**src/rtl/rd_req_dispatcher.sv**
```systemverilog
// rd_req_dispatcher: issues held READ requests one-hot to address-selected targets, with ack or timeout err
// ports: aclk/areset clock and async active-high reset; req/addr/cmd requester side;
//        ack/err one-cycle completion pulses; busy read outstanding;
//        t_req/t_addr/t_ack target side (one-hot request, captured address, per-target accept)
module rd_req_dispatcher #(
  parameter int AWIDTH    = 32,
  parameter int NTGT      = 2,
  parameter int TO_CYCLES = 255
) (
  input  logic              aclk,
  input  logic              areset,
  input  logic              req,
  input  logic [AWIDTH-1:0] addr,
  input  logic              cmd,
  output logic              ack,
  output logic              err,
  output logic              busy,
  output logic [NTGT-1:0]   t_req,
  output logic [AWIDTH-1:0] t_addr,
  input  logic [NTGT-1:0]   t_ack
);
  localparam int SELW = $clog2(NTGT);
  localparam int CW = (TO_CYCLES < 1) ? 1 : $clog2(TO_CYCLES + 1);
  localparam logic [CW-1:0] TO_LAST = CW'((TO_CYCLES > 0) ? TO_CYCLES - 1 : 0);
  typedef enum logic [1:0] {IDLE, ARMED, ISSUE, WAIT_LOW} state_t;
  state_t state, state_n;
  logic [SELW-1:0] idx, idx_n, sel;
  logic [CW-1:0] cnt, cnt_n;
  logic ack_n, err_n, busy_n, take, hit, expired, stay;
  logic [NTGT-1:0] t_req_n;
  logic [AWIDTH-1:0] t_addr_n;
  assign sel = addr[AWIDTH-1 -: SELW];
  assign hit = t_ack[idx];
  assign expired = (TO_CYCLES > 0) && (cnt == TO_LAST);
  assign take = (state == ARMED) && req && cmd;
  // an accept beats a simultaneous timeout
  assign stay = (state == ISSUE) && !hit && !expired;
  always_ff @(posedge aclk or posedge areset) begin
    if (areset) begin
      state  <= IDLE;
      idx    <= '0;
      cnt    <= '0;
      ack    <= 1'b0;
      err    <= 1'b0;
      busy   <= 1'b0;
      t_req  <= '0;
      t_addr <= '0;
    end else begin
      state  <= state_n;
      idx    <= idx_n;
      cnt    <= cnt_n;
      ack    <= ack_n;
      err    <= err_n;
      busy   <= busy_n;
      t_req  <= t_req_n;
      t_addr <= t_addr_n;
    end
  end
  always_comb begin
    state_n = state;
    unique case (state)
      IDLE:     state_n = ARMED;
      ARMED:    state_n = req ? (cmd ? ISSUE : WAIT_LOW) : ARMED;
      ISSUE:    state_n = stay ? ISSUE : WAIT_LOW;
      WAIT_LOW: state_n = req ? WAIT_LOW : ARMED;
    endcase
  end
  always_comb begin
    idx_n    = take ? sel : idx;
    cnt_n    = take ? '0 : (stay && cnt != '1) ? cnt + 1'b1 : cnt;
    ack_n    = (state == ISSUE) && hit;
    err_n    = (state == ISSUE) && !hit && expired;
    busy_n   = take || stay;
    t_req_n  = take ? {{(NTGT-1){1'b0}}, 1'b1} << sel : stay ? t_req : '0;
    t_addr_n = take ? addr : stay ? t_addr : '0;
  end
endmodule

```
**config.mk**
```make
export PLATFORM = sky130hd
export DESIGN_NAME = rd_req_dispatcher
export DESIGN_NICKNAME = d
export VERILOG_FILES = /design/src/rtl/rd_req_dispatcher.sv
export SDC_FILE = /design/constraint.sdc
export NUM_CORES = 1
export LEC_CHECK = 0
export CORE_MARGIN = 10
export CORE_UTILIZATION = 46
export CTS_BUF_LIST = sky130_fd_sc_hd__clkbuf_8
export CTS_CLUSTER_DIAMETER = 30
export DETAILED_ROUTE_END_ITERATION = 7
export PLACE_DENSITY = 0.85
export SLEW_MARGIN = 10
export SYNTH_ARGS = -nofsm -noshare
export SYNTH_HDL_FRONTEND = slang
export SYNTH_SLANG_ARGS = --single-unit
```
**constraint.sdc**
```tcl
create_clock -name aclk -period 2.8 [get_ports aclk]
set_input_delay 0.84 -clock aclk [delete_from_list [all_inputs] [get_ports aclk]]
set_output_delay 0.84 -clock aclk [all_outputs]
set_load 0.1 [all_outputs]
```
## After elaboration in Yosys (flattened, before gate mapping)

Index checks and enable logic that the tools add are counted.

- $add $sub $neg: 1
- $lt $le $gt $ge: 1
- Eq/ne operators: 6
- Shift-type cells: 1
- Mux-type cells: 13
- Reductions and logical operators: 12

Operators with widths:

| kind | count |
|---|---|
| $mux 32 | 2 |
| $mux 8 | 2 |
| $add 8x1->8 const B | 1 |
| $eq 8x8->1 const B | 1 |
| $mux 2 | 4 |
| $ne 8x8->1 const B | 1 |
| $pmux 2 s4 | 1 |
| $logic_and 1x1->1 | 7 |
| $eq 2x2->1 const B | 2 |
| $mux 1 | 4 |
| $eq 2x1->1 const B | 1 |
| $logic_not 1->1 | 2 |
| $logic_not 2->1 | 1 |
| $lt 1x2->1 const B | 1 |
| $ne 2x2->1 const B | 1 |
| $reduce_bool 2->1 | 1 |
| $shl 1x1->2 const A | 1 |
| $logic_or 1x1->1 | 1 |

- Bits in registers: 48
- Input port bits: 38
- Output and inout port bits: 37
- Logic and storage cells: 42

## Longest topological paths before layout

Gate-level depths: netlist of the first run.

- Depth in word-level cells: 8
- Depth in mapped cells: 7
- Depth with buffers taken out: 5

## Least setup slack after synthesis of the first run

Ideal clock, no wire load.

- Path kind: reg2out
- Start point: register t_req[1]
- End point: output port t_req[1]
- Arrival time: 1.340 ns
- Data required time: 1.960 ns
- Path slack: 0.620 ns
- Cell stages (with the launch flop): 2
- Buffers on the path: 1
- Cell sequence: dfrtp_1 buf_4

RTL lines:

| what | line | RTL |
|---|---|---|
| from (decl) | 18 | `output logic [NTGT-1:0] t_req,` |
| from (signal assigned) | 55 | `t_req <= t_req_n;` |

No word-level cell between the ends.

## Final worst setup path of the first run

- Start point: input port t_ack[0]
- End point: register cnt[4]

- Longest elaborated chain between the ends: 7

RTL lines:

| what | line | RTL |
|---|---|---|
| from (decl) | 20 | `input logic [NTGT-1:0] t_ack` |
| $mux 1 (not written as such) (2 in series) | 33 | `assign hit = t_ack[idx];` |
| $logic_not 1->1 | 37 | `assign stay = (state == ISSUE) && !hit && !expired;` |
| $logic_and 1x1->1 (2 in series) | 37 |  |
| $logic_and 1x1->1 | 70 | `cnt_n = take ? '0 : (stay && cnt != '1) ? cnt + 1'b1 : cnt;` |
| $reduce_bool 2->1 (no source line) | -- |  |
| to (signal assigned) | 51 | `cnt <= cnt_n;` |
| to (decl) | 28 | `logic [CW-1:0] cnt, cnt_n;` |

Every way passes these cells. The select of a mux whose other input is x is not followed.
A chain may end at the register's enable or synchronous reset.

==> results of run 1 <==
## registers in the layout, summed over array words and instances, names as in the netlist, named ones only
| name | flops |
|---|---|
| ack | 1 |
| state | 1 |
| t_req | 2 |
| cnt | 8 |
| err | 1 |
| t_addr | 31 |
| busy | 1 |
| idx | 1 |
## worst max-delay path, stage by stage
cell             delay [ns]
clkdlybuf4s50_1        0.41
mux2i_2                0.23
nand3b_4               0.17
o21a_1                 0.30
a221o_1                0.36
## synthesized netlist by cell type
cell       instances  area, um2
nor3b_2            1       12.5
nor2_1             4       15.0
a221o_1            4       40.0
o2bb2ai_1          1       8.76
buf_6              4       45.0
mux2i_2            1       13.8
nand3_1            2       10.0
mux2_2             1       11.3
and2_1             1       6.26
o2111a_1           1       11.3
nor4_1             2       12.5
and4_1             1       8.76
nand4_1            3       18.8
clkbuf_1           3       11.3
nor4b_1            1       8.76
dfrtp_1           47       1180
nor3_1             2       10.0
ha_1               2       25.0
nor2b_4            1       13.8
nand4b_1           1       8.76
nor2b_1            1       6.26
inv_1              3       11.3
xnor2_1            2       17.5
o21a_1             2       15.0
o21ai_0            1       5.00
nand2b_1           2       12.5
buf_4              1       7.51
mux2i_1            1       10.0
a22o_1            34        298
nand2_1            7       26.3
nand3b_4           1       20.0
## final cells by class
type / instances / area, um2 / area share
Inverter: 3 / 11.3 / 0.00419
Timing Repair Buffer: 79 / 686 / 0.255
Clock inverter: 2 / 33.8 / 0.0126
Multi-Input combinational cell: 80 / 652 / 0.242
Tap cell: 50 / 62.6 / 0.0233
Sequential cell: 47 / 1180 / 0.437
Clock buffer: 5 / 68.8 / 0.0256
## report_power, final
part | leakage (nW) | internal [W] | total, W | switching, W
combinational | 0.636 | 0.000112 | 0.000345 | 0.000233
clock | 0.0554 | 0.000258 | 0.000462 | 0.000204
sequential | 0.639 | 0.000712 | 0.000745 | 0.0000329
total | 1.33 | 0.00108 | 0.00155 | 0.000470
## per-stage QoR
step           cells   util  worst slack (ns)
4_1_cts          266  0.673             0.666
6_report         266  0.673             0.669
3_5_place_dp     259  0.647             0.354
2_1_floorplan    138      -             0.620
3_3_place_gp     259  0.647             0.371
5_1_grt          266  0.673             0.569
## final timing paths
kind / end / slack (ns) / depth (start not counted)
hold reg to reg: t_req[0] / 0.49 / 1
min in group asynchronous: t_addr[9] / 0.97 / 2
hold / removal: t_req[0] / 0.49 / 1
setup reg to reg: cnt[4] / 1.01 / 4
max in group asynchronous: idx / 1.24 / 3
setup / recovery: cnt[4] / 0.67 / 5
## logic make-up after synthesis
family,after synthesis
flops,47
compound gates,43
simple gates,30
buf+inv,11
mux,3
xor+xnor,2
fa+ha+maj,2
## per-layer routing
metal  track usage  share of wire  vias to the layer above  routed length, um
met3        0.0734           0.11                        2                492
met1         0.152           0.43                      671               1950
met5             0              0                        -                  0
met4        0.0320         0.0053                        0                 24
li1              -              -                      675                  -
met2         0.193           0.45                       57               2060
==> metrics, run 1 <==
GRT Resource Usage Total=0.128; setup bufs post-CTS=0; RSZ-0062 raised after global routing=false; static leakage=1.33 nW; adder-cell share of the synthesized area=0.0132; CTS tree=yes; reg2reg start=cnt[0]; Synth Net Count=178; cell area power density=577 mW/mm2; slew at the pin with the worst max-slew slack=0.679 ns; Crit. End Element=flip-flop; crit path from=t_ack[0]; Area Growth Syn to Fin=41.8%; cts hold-fix bufs=0; # DRC=0; mapped cell area=0.00190 mm2; core area=0.00400 mm2; maximum VDD drop=0.303 mV; PortBufs=74; Unique masters post-synth=31; most common cell after layout, fill and taps aside=dfrtp_1; first-pass GRT wire length=7.60 mm; Hold Slack=0.493 ns; Starting Density=0.474; Setup-failing EPs final=0; min-delay src=t_req[0]; CTS Root Cell=clkbuf_8; H-Tree Depth=2; simple logic cell fraction of the synthesized area=0.100; Vias=1,405; Fmax=469 MHz; Mapped Avg Cell Area=13.7 um2; crit-path max FO=8; Num Clock Sinks=47; HPWL Detailed=3.49 mm; GRT overflow=0; Post-Synth XOR/XNOR Area=0.00923; largest family of logic cells by synthesized area=compound AO/OA/AOI/OAI gates; GP Congestion=0.815; worst-skew pair later-pin latency=0.29 ns; Power, Total=0.00155 W; layout cell share with drive strength beyond 1=0.250; Tmin final=2.13 ns; Max-cap violations=0; CTS resizes=0; Yosys warning count=0; sequential area share after synthesis=0.620; clk slew on worst S/H paths=0.08 ns; fin. max-slew vios=0; Nets=256; relative slew slack=0.547; DRT Pass-1 Iters=4; vias in the first global route=1,580; multiplexer share of the synthesized area=0.0185; # diodes=0; compound-gate portion of the synthesized area=0.199; WL per Instance=17.0 um; IO Pins=75; final setup TNS=0 ns; outcome=complete, no violations; final worst-path cycle share=0.761; number of fill cells=300; Worst Skew=0.00570 ns; Hold Vio Cnt, Final=0; most frequent cells in the layout=47 x dfrtp_1, 42 x buf_4, 37 x clkdlybuf4s50_1, 34 x a22o_1, 7 x nand2_1; antenna violations before repair=0; DR vias/cell=5.28; CP Launch Type=primary input; Worst EP arrival=2.31 ns; final non-filler cell area=0.00269 mm2; #FFs+latches synth=47; Final ANT Viol Nets=0; Die Height=84.2 um; Initial DRC Count=101; crit path kind=primary input to flip-flop; Die Area=0.00709 mm2; DRT Wirelength=4.53 mm; DP Area=0.00259 mm2; Die W=84.2 um; CP required=2.97 ns; Rows=23; Num CTS Buffers=5; largest net degree at the start of global routing=35; Max Root-Sink Buffers=2; Hold WC Path Type=flip-flop to flip-flop; Mapped Cells=138
(Power assumes the default switching activity.)
==> inputs of run 2 (changes only) <==
--- a/config.mk
+++ b/config.mk
@@ -6,11 +6,11 @@
 export NUM_CORES = 1
 export LEC_CHECK = 0
 export CORE_MARGIN = 10
-export CORE_UTILIZATION = 46
+export CORE_UTILIZATION = 45
 export CTS_BUF_LIST = sky130_fd_sc_hd__clkbuf_8
 export CTS_CLUSTER_DIAMETER = 30
 export DETAILED_ROUTE_END_ITERATION = 7
-export PLACE_DENSITY = 0.85
+export PLACE_DENSITY = 0.83
 export SLEW_MARGIN = 10
 export SYNTH_ARGS = -nofsm -noshare
 export SYNTH_HDL_FRONTEND = slang
==> constraint.sdc (replaced) <==
create_clock -name aclk -period 1.98 [get_ports aclk]
set_input_delay 0.594 -clock aclk [delete_from_list [all_inputs] [get_ports aclk]]
set_output_delay 0.594 -clock aclk [all_outputs]
set_load 0.1 [all_outputs]
==> metrics, run 2 (synthesis gave the netlist of run 1 again) <==
Worst EP arrival=2.08 ns (-0.23 ns); Die Area=0.00721 mm2 (+1.7%); CP Cell Sequence=ha_1 -> o2111a_1 -> o21a_1 -> a221o_1; Top reg by flops=t_addr; IO Pins=75 (unchanged); CTS resizes=0 (unchanged); GP Congestion=0.914 (+12%); Hold Vio Cnt, Final=0 (unchanged); antenna violations before repair=0 (unchanged); crit-path max FO=7 (-1); crit-path leading delay family=compound AO/OA/AOI/OAI gates; maximum VDD drop=0.676 mV (+120%); GRT Resource Usage Total=0.176 (+0.0485); final setup TNS=0 ns (unchanged); CTS Root Cell=clkbuf_8; fin. max-slew vios=0 (unchanged); most common cell after layout, fill and taps aside=dfrtp_1; DRT Pass-1 Iters=4 (unchanged); first-pass GRT wire length=9.94 mm (+31%); # DRC=0 (unchanged); Setup-failing EPs final=0 (unchanged); Rows=23 (unchanged); Hold WC Path Type=flip-flop to flip-flop; most frequent cells in the layout=47 x dfrtp_1, 39 x buf_12, 37 x clkdlybuf4s50_1, 34 x a22o_1; PortBufs=74 (unchanged); largest net degree at the start of global routing=35 (unchanged); setup bufs post-CTS=0 (unchanged); Die Height=84.9 um (+0.84%); Worst Skew=0.00626 ns (+0.000552 ns); final worst-path cycle share=0.953; DR vias/cell=5.83 (+10%); crit path from=cnt[0]; clk slew on worst S/H paths=0.08 ns (about the same); outcome=complete, no violations; Num Clock Sinks=47 (unchanged); RSZ-0062 raised after global routing=false; Max-cap violations=0 (unchanged); min-delay src=idx; cts hold-fix bufs=0 (unchanged); worst-skew pair later-pin latency=0.30 ns (about the same); relative slew slack=0.734 (+0.187); Hold Slack=0.535 ns (+0.0419 ns); max FFs per register=31 (unchanged); WP buf/inv=0 (-1); GRT overflow=0 (unchanged); WL per Instance=23.7 um (+39%); slowest stage cell, crit path=dfrtp_1; Nets=259 (+1.2%); Largest regs=t_addr x31, cnt x8, t_req x2; Vias=1,573 (+12%); slew at the pin with the worst max-slew slack=0.394 ns (-0.285 ns); Power, Total=0.00229 W (+48%); Num CTS Buffers=5 (unchanged); static leakage=1.46 nW (+9.6%); H-Tree Depth=2 (unchanged); Die W=84.9 um (+0.84%); Tmin final=1.89 ns; vias in the first global route=1,765 (+12%); HPWL Detailed=4.58 mm (+31%); Fmax=530 MHz; crit path kind=flip-flop to flip-flop; Crit. End Element=flip-flop; DRT Wirelength=6.39 mm (+41%); CTS tree=yes; CP required=2.17 ns (-0.80 ns); Starting Density=0.471 (-0.00339); core area=0.00403 mm2 (+0.72%); cell area power density=717 mW/mm2 (+24%); reg2reg start=cnt[0]; Max Root-Sink Buffers=2 (unchanged); layout cell share with drive strength beyond 1=0.264 (+0.0136); Final Util=0.794 (+0.121); Crit path largest cell delay=0.46 ns (+0.05 ns); Final ANT Viol Nets=0 (unchanged); Area Growth Syn to Fin=68.6%; Initial DRC Count=158 (+56%); # diodes=0 (unchanged); CP Launch Type=flip-flop
## run 2: cell count changes in the layout (fill, tap and decap cells not counted)
cell       previous run  this run
buf_12                0        39
buf_4                42         6
clkbuf_8              5         7
bufinv_16             1         0
## run 2: final cells by class
cell class	instances	area, um2
timing repair buffer	82	1200
fill	205	831
sequential	47	1180
tap	50	62.6
clock inverter	1	3.75
multi-input combinational	80	652
inverter	3	11.3
clock buffer	7	96.3
## run 2: final timing paths
path,endpoint,cells past startpoint,slack (ns)
worst min register to register,idx,2,0.54
max in group asynchronous,state[0],3,1.08
min in group asynchronous,t_addr[0],3,0.65
worst max register to register,cnt[5],4,0.09
worst max-delay path,cnt[5],4,0.09
worst min-delay path,idx,2,0.54
## run 2: per-stage QoR
stage | cell area [um2] | cells | setup WS, ns
final | 3200 | 270 | 0.0934
after global routing | 3200 | 270 | 0.0233
after CTS | 3200 | 270 | 0.115
after detailed placement | 3100 | 262 | -0.152
after global placement | 3100 | 262 | -0.0938
after floorplan | 1900 | 138 | 0.0460
## run 2: layer usage
layer / track usage / wire (um)
met4: 0.0509 / 114
met3: 0.0870 / 669
met5: 0 / 0
met1: 0.177 / 2200
met2: 0.314 / 3400
## run 2: where the power goes
group | internal, W | switching [W] | total, W
logic | 0.000244 | 0.000345 | 0.000589
clock network | 0.000314 | 0.000314 | 0.000628
registers | 0.00101 | 0.0000688 | 0.00108
## run 2: worst register-to-register path: stages (launching register included)
cell      delay, ns
dfrtp_1        0.46
ha_1           0.30
o2111a_1       0.33
o21a_1         0.29
a221o_1        0.39
==> inputs of run 3 (changes only) <==
--- a/config.mk
+++ b/config.mk
@@ -5,7 +5,7 @@
 export SDC_FILE = /design/constraint.sdc
 export NUM_CORES = 1
 export LEC_CHECK = 0
-export CORE_MARGIN = 10
+export CORE_MARGIN = 2
 export CORE_UTILIZATION = 45
 export CTS_BUF_LIST = sky130_fd_sc_hd__clkbuf_8
 export CTS_CLUSTER_DIAMETER = 30
==> metrics, run 3 (synthesis gave the netlist of run 1 again) <==
setup bufs post-CTS=0 (unchanged); Die W=68.9 um (-19%); first-pass GRT wire length=8.83 mm (-11%); Vias=1,542 (-2.0%); Initial DRC Count=147 (-7.0%); PortBufs=74 (unchanged); layout cell share with drive strength beyond 1=0.260 (-0.00336); Net Switching=0.000744 W (+2.1%); cts hold-fix bufs=0 (unchanged); worst-skew pair later-pin latency=0.31 ns (about the same); combinational fraction of design power=0.263 (+0.006); GP Congestion=0.786 (-14%); Area Growth Syn to Fin=68.1%; DRT Pass-1 Iters=4 (unchanged); RSZ-0062 raised after global routing=false; Die Height=68.9 um (-19%); DR vias/cell=5.73 (-1.6%); part of the power in the clock network=0.256 (-0.018); IO Pins=75 (unchanged); Sw Ratio=0.332 (+0.0147); register area=0.00118 mm2 (unchanged); antenna violations before repair=0 (unchanged); GRT Resource Usage Total=0.267 (+0.0906); Worst EP arrival=2.06 ns (-0.02 ns); CP Cell Sequence=ha_1 -> o2111a_1 -> o21a_1 -> a221o_1; Rows=23 (unchanged); Tmin final=1.87 ns (-0.0121 ns); crit-path max FO=7 (unchanged); fin. max-slew vios=0 (unchanged); Hold WC Path Type=primary input to async pin; final worst-path cycle share=0.947 (-0.00610); max FFs per register=31 (unchanged); R2R Path End=cnt[4]; static leakage=1.45 nW (-0.81%); most common cell after layout, fill and taps aside=dfrtp_1; outcome=complete, no violations; Crit path largest cell delay=0.47 ns (about the same); HPWL Detailed=3.79 mm (-17%); clk slew on worst S/H paths=0.09 ns (about the same); CTS tree=yes; core area=0.00403 mm2 (unchanged); Reg2Reg Depth=4 (unchanged); CTS Root Cell=clkbuf_8; GRT overflow=0 (unchanged); vias in the first global route=1,684 (-4.6%); Num Clock Sinks=47 (unchanged); Fmax=533 MHz (+0.64%); H-Tree Depth=2 (unchanged); largest net degree at the start of global routing=39 (+11%); Starting Density=0.471 (unchanged); flop-to-flop setup slack=0.11 ns (about the same); CP Launch Type=flip-flop; reg2reg start=cnt[0]; Top reg by flops=t_addr; Hold Vio Cnt, Final=0 (unchanged); Final Util=0.791 (-0.00248); Reg power frac=0.481 (+0.012); Nets=258 (-0.39%); slew at the pin with the worst max-slew slack=0.309 ns (-0.0850 ns); cell area power density=702 mW/mm2 (-2.1%); final setup TNS=0 ns (unchanged); Crit. End Element=flip-flop; most frequent cells in the layout=47 x dfrtp_1, 40 x buf_12, 37 x clkdlybuf4s50_1, 34 x a22o_1, 7 x nand2_1; Hold Slack=0.532 ns (-0.00357 ns); Die Area=0.00475 mm2 (-34%); Max Root-Sink Buffers=2 (unchanged); multi-input logic area=652 um2 (unchanged); relative slew slack=0.791 (+0.0575); Largest regs=t_addr x31, cnt x8, t_req x2; maximum VDD drop=0.572 mV (-15%); crit path kind=flip-flop to flip-flop; Pint=0.00150 W (-4.5%); CP required=2.17 ns (about the same); Final ANT Viol Nets=0 (unchanged); Num CTS Buffers=5 (unchanged); slowest stage cell, crit path=dfrtp_1; number of fill cells=211 (+2.9%); # DRC=0 (unchanged); Max-cap violations=0 (unchanged); Worst Skew=0.00938 ns (+0.00313 ns); WL per Instance=21.4 um (-9.5%); DRT Wirelength=5.76 mm (-9.8%); # diodes=0 (unchanged); Setup-failing EPs final=0 (unchanged); CTS resizes=0 (unchanged)
-- run 3: area by class of cell --
cell class | instances | area share
clock buffers | 5 | 0.0216
clock inverters | 3 | 0.00510
inverters | 3 | 0.00353
multi-input cells | 80 | 0.204
flip-flops and latches | 47 | 0.369
well taps | 50 | 0.0196
repair buffers | 81 | 0.377
-- run 3: worst max path at each step --
| stage | start | end | slack [ns] | cells after the start |
|---|---|---|---|---|
| global route | cnt[0] | cnt[4] | 0.06 | 4 |
| finish | cnt[0] | cnt[4] | 0.11 | 4 |
| CTS | cnt[0] | cnt[6] | 0.14 | 4 |
| global placement | t_ack[0] | cnt[5] | -0.09 | 5 |
| detailed placement | t_ack[1] | cnt[4] | -0.15 | 5 |
| floorplan | t_req[1] | t_req[1] | 0.05 | 1 |
-- run 3: stage by stage --
stage	cell area (um2)	setup WS, ns	cells	total power, W
final	3190	0.106	269	0.00224
after detailed placement	3100	-0.148	261	0.00167
after floorplan	1900	0.0460	138	0.00140
after CTS	3190	0.136	269	0.00225
after global routing	3190	0.0600	269	0.00232
after global placement	3100	-0.0924	261	0.00165
-- run 3: power groups by stage --
stage / combinational, W / clock, W / sequential (W)
after floorplan: 0.000119 / 0 / 0.00128
after global placement: 0.000570 / 0 / 0.00108
after detailed placement: 0.000585 / 0 / 0.00109
after CTS: 0.000593 / 0.000579 / 0.00108
after global routing: 0.000613 / 0.000620 / 0.00108
final: 0.000589 / 0.000573 / 0.00108
-- run 3: critical path, delay by kind of cell (launching register included) --
kind | cells | cell delay [ns]
fa+ha+maj | 1 | 0.29
compound gates | 3 | 1.01
flops | 1 | 0.47
-- run 3: per-layer routing --
metal | share of wire | track usage | wire length [um] | up-vias
li1 | - | - | - | 679
met1 | 0.35 | 0.301 | 2030 | 771
met2 | 0.54 | 0.453 | 3100 | 75
met3 | 0.076 | 0.0974 | 439 | 17
met4 | 0.032 | 0.115 | 184 | 0
met5 | 0 | 0 | 0 | -
==> RTL edit, RTL diff (settings of run 3) <==
`TO_CYCLES`: 255 -> 510.
--- a/src/rtl/rd_req_dispatcher.sv
+++ b/src/rtl/rd_req_dispatcher.sv
@@ -5,7 +5,7 @@
 module rd_req_dispatcher #(
   parameter int AWIDTH    = 32,
   parameter int NTGT      = 2,
-  parameter int TO_CYCLES = 255
+  parameter int TO_CYCLES = 510
 ) (
   input  logic              aclk,
   input  logic              areset,
Formal check against the unedited RTL: no difference found for any inputs over 10 cycles, from zero or initial values and one cycle with areset high; that may be too few to reach the edited logic, so the function may still have changed.
==> RTL edit against run 3 <==
Synthesized area up 1.3%; total power up 7.1%; cell area up 4.8%; wire length fell by 9.8%; sequential cell count grew 1; fmax down 2.7%; cell count is 8.2% higher; hold slack got worse by 15 ps; setup slack worse by 52 ps; count of clock-buffer cells in the layout did not move.
==> RTL edit: results (changes against run 3) <==
global_route:
  grt_util_met2: 0.4017  # -0.05142
  use_met3: 0.05378  # -0.04362
  met1_usage: 0.2978  # -0.003513
  grt_usage: 0.2331  # -0.03357
  grt_pass1_wl_um: 8783  # -0.48%
critical_path:
  crit_fanout: 5  # -2
  cp.arrival_ps: 2110  # +50 ps
  rr_worst_depth: 7  # +3
placement:
  dp_hpwl_um: 3825  # +0.79%
  dpl_cell_area_um2: 3209  # +3.4%
  dp_slack_ps: -287.8  # -139.5 ps
  place_congestion: 0.8348  # +6.2%
timing:
  fin_skew_ps: 10.84  # +1.457 ps
  hold_ws_ps: 516.5  # -15.05 ps
  fin_crit_sh: 0.9732  # +0.02650
logic_synthesis:
  synthTopCellsByArea: "dfrtp_1 (63%), a22o_1 (15%), nand2_1 (2.5%)"
  synth_nets: 194  # +9.0%
  avgSynthCellArea_um2: 12.55  # -8.7%
  synthAdderAreaFrac: 0.01954  # +0.006351
  synth-xor-area-share: 0  # -0.009235
  synth-compound-area-share: 0.2046  # +0.005352
  ys_top_cells_by_count: "dfrtp_1 (48), a22o_1 (32), nand2_1 (13)"
  synth_mux_area_frac: 0.01368  # -0.004789
layout:
  drive_gt1_frac: 0.2863  # +0.02603
power_and_ir_drop:
  clkPwrFrac: 0.287  # +0.031
  switching_share: 0.3030  # -0.02920
  p_leak_nw: 1.530  # +5.8%
outcome:
  status: "finished clean"
min_path:
  hp-class: "reg2reg"
detailed_routing:
  vias: 1595  # +3.4%
  drtIter0Drc: 107  # -27%
## RTL edit: cell types whose count changed after synthesis, moves of 4 or more
cell / change
buf_6: -4
nand2_1: +6
nor3_1: +4
o21ai_0: +4
## RTL edit: timing repair
item                       in CTS  in global routing
pin swaps                       3                  1
buffers inserted                2                  1
setup endpoints to repair       2                  1
gates resized for setup         2                  1
## RTL edit: critical path: stages (launching register included)
cell and delay (ps):
dfrtp_1 420, ha_2 210, nand3_2 90, nor3_2 40, ha_2 190, a2111o_1 330
and2_4 180, a221o_1 350
## RTL edit: final cells by class
cell class | instances | area, µm²
fillers | 218 | 715.7
clock buffers | 5 | 68.82
flip-flops and latches | 48 | 1201
repair buffers | 88 | 1251
multi-input cells | 93 | 704.4
clock inverters | 3 | 38.79
well taps | 50 | 62.56
inverters | 4 | 15.01
